### src/rtl/jk_pkg.sv
// Shared FSM state type and J/K command encodings for the jk flip-flop lab front end.
package jk_pkg;

    typedef enum logic [1:0] {
        IDLE,
        WAIT,
        EMIT
    } jk_state_t;

    localparam logic [1:0] JK_HOLD   = 2'b00;
    localparam logic [1:0] JK_RESET  = 2'b01;
    localparam logic [1:0] JK_SET    = 2'b10;
    localparam logic [1:0] JK_TOGGLE = 2'b11;

    // Counter width able to hold n-1, never narrower than one bit.
    function automatic int unsigned cnt_width(input int unsigned n);
        return (n > 1) ? $clog2(n) : 1;
    endfunction

endpackage

### src/rtl/jk_debounce.sv
// One button channel: optional 2-flop synchroniser (JK_COND_SYNC_EN), inversion to
// active-high, and a saturating stability counter that drives the debounced level.
module jk_debounce
    import jk_pkg::*;
#(
    parameter int unsigned DEBOUNCE_CYCLES = 500000
) (
    input  logic clk,
    input  logic clc,
    input  logic btn_n,
    output logic level
);

    localparam int unsigned     CW       = cnt_width(DEBOUNCE_CYCLES);
    localparam logic [CW-1:0]   CNT_LAST = CW'(DEBOUNCE_CYCLES - 1);

    logic          sync_lvl;
    logic [CW-1:0] cnt;

`ifdef JK_COND_SYNC_EN
    logic [1:0] sync_ff;

    always_ff @(posedge clk or negedge clc) begin
        if (!clc) begin
            sync_ff <= '1;
        end else begin
            sync_ff <= {sync_ff[0], btn_n};
        end
    end

    assign sync_lvl = ~sync_ff[1];
`else
    assign sync_lvl = ~btn_n;
`endif

    // Counter only runs while the input disagrees with the level, so it cannot wrap.
    always_ff @(posedge clk or negedge clc) begin
        if (!clc) begin
            cnt   <= '0;
            level <= 1'b0;
        end else if (sync_lvl == level) begin
            cnt <= '0;
        end else if (cnt == CNT_LAST) begin
            level <= sync_lvl;
            cnt   <= '0;
        end else begin
            cnt <= cnt + CW'(1);
        end
    end

endmodule

### src/rtl/jk_input_conditioner.sv
// Turns two raw active-low buttons into single-cycle J/K command pulses, merging
// near-simultaneous presses into a toggle. Synchronisers enabled by JK_COND_SYNC_EN.
module jk_input_conditioner
    import jk_pkg::*;
#(
    parameter int unsigned DEBOUNCE_CYCLES = 500000,
    parameter int unsigned COMBINE_CYCLES  = 250000
) (
    input  logic clk,
    input  logic clc,
    input  logic btn_j_n,
    input  logic btn_k_n,
    output logic J,
    output logic K,
    output logic btn_j_db,
    output logic btn_k_db,
    output logic busy
);

    localparam int unsigned   TW     = cnt_width(COMBINE_CYCLES);
    localparam logic [TW-1:0] T_LAST = TW'(COMBINE_CYCLES - 1);

    jk_state_t     state;
    logic [1:0]    cmd;
    logic [TW-1:0] timer;
    logic          db_j_q;
    logic          db_k_q;
    logic          ev_j;
    logic          ev_k;
    logic          ev_other;

    jk_debounce #(.DEBOUNCE_CYCLES(DEBOUNCE_CYCLES)) u_db_j (
        .clk   (clk),
        .clc   (clc),
        .btn_n (btn_j_n),
        .level (btn_j_db)
    );

    jk_debounce #(.DEBOUNCE_CYCLES(DEBOUNCE_CYCLES)) u_db_k (
        .clk   (clk),
        .clc   (clc),
        .btn_n (btn_k_n),
        .level (btn_k_db)
    );

    always_ff @(posedge clk or negedge clc) begin
        if (!clc) begin
            db_j_q <= 1'b0;
            db_k_q <= 1'b0;
        end else begin
            db_j_q <= btn_j_db;
            db_k_q <= btn_k_db;
        end
    end

    // Press events are rising edges of the registered debounced levels only.
    assign ev_j     = btn_j_db & ~db_j_q;
    assign ev_k     = btn_k_db & ~db_k_q;
    assign ev_other = (cmd == JK_SET) ? ev_k : ev_j;

    // busy is held through the cycle after EMIT so it trails the command pulse.
    always_ff @(posedge clk or negedge clc) begin
        if (!clc) begin
            state <= IDLE;
            cmd   <= JK_HOLD;
            timer <= '0;
            J     <= 1'b0;
            K     <= 1'b0;
            busy  <= 1'b0;
        end else begin
            J <= 1'b0;
            K <= 1'b0;
            unique case (state)
                IDLE: begin
                    busy <= ev_j | ev_k;
                    if (ev_j && ev_k) begin
                        state  <= EMIT;
                        cmd    <= JK_TOGGLE;
                        {J, K} <= JK_TOGGLE;
                    end else if (ev_j) begin
                        state <= WAIT;
                        cmd   <= JK_SET;
                        timer <= '0;
                    end else if (ev_k) begin
                        state <= WAIT;
                        cmd   <= JK_RESET;
                        timer <= '0;
                    end
                end
                WAIT: begin
                    busy <= 1'b1;
                    if (ev_other) begin
                        state  <= EMIT;
                        cmd    <= JK_TOGGLE;
                        {J, K} <= JK_TOGGLE;
                    end else if (timer == T_LAST) begin
                        state  <= EMIT;
                        {J, K} <= cmd;
                    end else begin
                        timer <= timer + TW'(1);
                    end
                end
                EMIT: begin
                    busy  <= 1'b1;
                    state <= IDLE;
                end
                default: begin
                    busy  <= 1'b0;
                    state <= IDLE;
                end
            endcase
        end
    end

endmodule
### config.mk
export PLATFORM = sky130hd
export DESIGN_NAME = jk_input_conditioner
export DESIGN_NICKNAME = d
export VERILOG_FILES = /design/src/rtl/jk_pkg.sv /design/src/rtl/jk_debounce.sv /design/src/rtl/jk_input_conditioner.sv
export SDC_FILE = /design/constraint.sdc
export NUM_CORES = 1
export LEC_CHECK = 0
export ABC_AREA = 1
export CORE_MARGIN = 4
export CORE_UTILIZATION = 30
export CTS_CLUSTER_SIZE = 25
export DETAILED_ROUTE_END_ITERATION = 16
export GPL_TIMING_DRIVEN = 1
export PLACE_DENSITY = 0.49
export SKIP_CTS_REPAIR_TIMING = 1
export SLEW_MARGIN = 15
export SYNTH_ARGS = -nofsm -noshare
export SYNTH_HDL_FRONTEND = slang
export SYNTH_SLANG_ARGS = --single-unit
### constraint.sdc
create_clock -name clk -period 2.7 [get_ports clk]
set_clock_uncertainty 0.15 [all_clocks]
set_input_delay 0.81 -clock clk [delete_from_list [all_inputs] [get_ports clk]]
set_output_delay 0.81 -clock clk [all_outputs]
set_load 0.02 [all_outputs]
==> results_tabular.tex, run 1 <==
\begin{tabular}{lr}
\hline
Metric & Value \\
\hline
\multicolumn{2}{l}{\textbf{Global route}} \\
Largest net degree at the start of global routing & a little under 70 \\
Global route total overflow & 0 \\
First-pass GRT wire length & roughly 13000 um \\
Number of antenna violations at the first check in global routing & 0 \\
Vias in the first global route & between 2k and 3k \\
Global-route total usage across every layer & 11.2\% \\
\multicolumn{2}{l}{\textbf{Floorplanning}} \\
CORE AREA & 12000 sq um \\
Row count & 40 \\
DIE AREA & 14000 sq um \\
Chip Height & 119 um \\
Boundary pin count & 9 \\
Initial cell density of the core & 30.6\% \\
Die outline width & around 120 um \\
\multicolumn{2}{l}{\textbf{Routing}} \\
Post-detailed-route wirelength per cell & 11.6 um \\
Initial DRC Count & approximately 130 \\
Count of unresolved DRC violations after routing & 0 \\
Met1 layer wirelength in the final routing & approximately 3600 um \\
Highest metal used & met4 \\
Vias after detailed routing & roughly 2.8k \\
Wire length reported by the detailed router & 7190 um \\
Metal3 WL & between 200 and 250 um \\
Drt pass-1 iters & 4 \\
Sum of met2 wire segment lengths after detailed routing & 3260 um \\
Via density & 4.49 \\
Antenna Nets Post-Route & 0 \\
\multicolumn{2}{l}{\textbf{Layout}} \\
Fraction of final layout cells sized beyond drive strength 1 & 12.1\% \\
Final net count & between 400 and 500 \\
Inserted Diodes & 0 \\
Filler Cell Count & between 1k and 1.5k \\
Area Overhead vs Synth & 14.4\% \\
\multicolumn{2}{l}{\textbf{STA}} \\
Setup TNS Final & 0 ps \\
Count of endpoints failing hold in the final timing report & 0 \\
RSZ-0062 raised after global routing & no \\
Worst Max-Slew Pin Slew & between 300 and 400 ps \\
Final Max Tran Viols & 0 \\
Top achievable clock speed & roughly 0.42 GHz \\
Max-slew headroom & 74.5\% \\
Post-route fraction of the period consumed by the critical path & 89.0\% \\
Fin worst setup slack & approximately 300 ps \\
Minimum clock period after layout & approximately 2400 ps \\
Setup violators final & 0 \\
\multicolumn{2}{l}{\textbf{Placement}} \\
RD Place Congestion & around 0.83 \\
Number of buffers added on ports & 8 \\
Dpl ws & about 260 ps \\
Post-detail-place hpwl & $\sim$5000 um \\
\multicolumn{2}{l}{\textbf{Worst setup path}} \\
Worst path buffer plus inverter count & 1 \\
WP data required & 1740 ps \\
FF-to-FF setup slack & 790 ps \\
RR Endpoint & timer[2] \\
Total stage count of the critical path & 1 \\
List of cells traversed by the critical path & clkdlybuf4s50\_1 \\
Critical path startpoint & u\_db\_k.level \\
Largest fanout on the critical path & 5 \\
Critical path startpoint category & flip-flop \\
Critical Path AT & 1440 ps \\
Highest-delay cell along the critical path & clkdlybuf4s50\_1 \\
Startpoint of the most critical register-to-register path & state[1] \\
Kind of end point of the critical path & output pin \\
Worst setup path category & reg -> out \\
Worst-case reg-to-reg path depth & 7 \\
Gate family responsible for the most delay along the worst path & buffers and inverters \\
Delay of the slowest cell on the worst path & 650 ps \\
\multicolumn{2}{l}{\textbf{Clock tree}} \\
Insertion delay of the later-clocked pin in the worst-skew pair & 330 ps \\
Buffers from clock root to sink, at most & 2 \\
H-tree depth & 3 \\
CTS buffer count & 9 \\
Clock-pin transition on the worst setup and hold timing paths & 60 ps \\
CTS tree & yes \\
Clock sinks & 67 \\
Clock tree root buffer cell & clkbuf\_16 \\
\multicolumn{2}{l}{\textbf{Synth}} \\
Total of flip-flops plus latches after synthesis & 67 \\
Largest cells by area after synthesis & dfrtp\_1 (46\%), nand2\_1 (9.2\%), nor2\_1 (9.1\%), inv\_1 (4.8\%), xor2\_1 (4.1\%) \\
Count of mapped cells out of synthesis & 450 \\
Syn\_nets & 460 \\
Avg Synthesized Cell Area & 8.14 sq um \\
Most numerous cell in the Yosys netlist & nand2\_1 \\
Predominant post-synthesis flop cell & dfrtp\_1 \\
Count of flip-flops with a built-in enable after synthesis & 0 \\
Area leader, netlist & dfrtp\_1 \\
Count of synthesis-stage warnings from yosys & 0 \\
Share of synthesized registers carrying an async set or reset & between 90\% and 100\% \\
Post-synthesis instance area & 3660 sq um \\
Sequential share of the synthesized area & 45.7\% \\
Area share of the largest cell type after synthesis & about 46\% \\
Post-synthesis cell type count & 36 \\
Commonest cells in the netlist & nand2\_1 (90), nor2\_1 (89), dfrtp\_1 (67) \\
\multicolumn{2}{l}{\textbf{Min path}} \\
Number of cells on the worst hold path & 1 \\
Worst min path class & reg -> reg \\
Hold\_sp & u\_db\_k.cnt[0] \\
End of the worst hold path & u\_db\_k.cnt[0] \\
\multicolumn{2}{l}{\textbf{Power}} \\
Final total power & between 2 and 3 mW \\
Largest voltage drop on the vdd net & 0.000291 V \\
P per Cell Area & 639 nW/um\^{}2 \\
Leakage & 1.77 nW \\
\multicolumn{2}{l}{\textbf{Status}} \\
Outcome & complete, no violations \\
\multicolumn{2}{l}{\textbf{Run}} \\
Reported max-cap violation count & 0 \\
\hline
\end{tabular}
==> power by group <==
part	switching, mW	total [mW]	internal (mW)
clock	0.443	1.09	0.644
combinational	0.330	0.481	0.151
sequential	0.0441	1.11	1.07
total	0.817	2.68	1.86
==> metal layers <==
metal	GRT usage, %	vias up
met3	3.40	5
met5	0	-
met2	17.4	25
met1	14.8	1267
li1	-	1484
met4	4.13	0
==> registers in the layout, summed over array words and instances (netlist names) <==
register,count
J,1
K,1
busy,1
cmd,2
db_j_q,1
db_k_q,1
state,2
timer,18
u_db_j.cnt,19
u_db_j.level,1
u_db_k.cnt,19
u_db_k.level,1
==> cells by family after synthesis <==
| logic type | Yosys count | synth area share, % |
|---|---|---|
| compound gates | 47 | 8.09 |
| xor+xnor | 29 | 6.93 |
| flops | 67 | 45.7 |
| buf+inv | 54 | 6.21 |
| fa+ha+maj | 6 | 2.05 |
| simple gates | 247 | 31.0 |
==> cell usage in the layout, fill, tap and decap left out, types with 2 or more instances in the layout <==
cell type,instances
nor3b_1,4
nor2_2,5
inv_1,47
dfrtp_1,67
xor2_1,17
nand3_1,21
nand4_1,7
nor3_2,2
nor2_4,3
ha_1,6
nor2_1,89
clkbuf_16,9
nand2_1,90
nand2_2,4
nand3b_1,2
nand3_2,4
clkdlybuf4s50_1,7
o21ai_0,16
clkinvlp_4,3
o21ai_2,11
a31oi_1,2
a31o_2,2
a21oi_1,11
clkinv_2,3
nor3_1,11
inv_2,4
xnor2_1,12
==> how the worst max path moves through the flow <==
stage               endpoint  slack (ps)
2_1_floorplan  u_db_j.cnt[8]         950
3_3_place_gp   u_db_j.cnt[8]         290
3_5_place_dp   u_db_j.cnt[8]         260
4_1_cts             btn_k_db         260
5_1_grt             btn_k_db         230
6_report            btn_k_db         300
==> through the flow <==
step           std cells  area [sq um]  hold WS [ps]  utilization [%]
2_1_floorplan        450          3660           282                -
3_3_place_gp         604          3910           299             32.7
3_5_place_dp         604          3910           300             32.7
4_1_cts              620          4190           319             35.1
5_1_grt              620          4190           337             35.1
6_report             620          4190           313             35.1
==> final cells by class <==
cell class	count	area, sq um	share of cell area, %
multi-input combinational	329	1760	42.0
inverter	52	196	4.69
tap	147	184	4.39
clock buffer	10	239	5.70
sequential	67	1680	40.0
timing repair buffer	9	95.1	2.27
clock inverter	6	41.3	0.985
Note: power is estimated with default switching activity, not from simulation.
==> inputs of run 2 (changes only) <==
Settings changed: SETUP_SLACK_MARGIN set to 0.2.
==> results of run 2 <==
The final DEF is identical to that of run 1; final timing and power are the same.
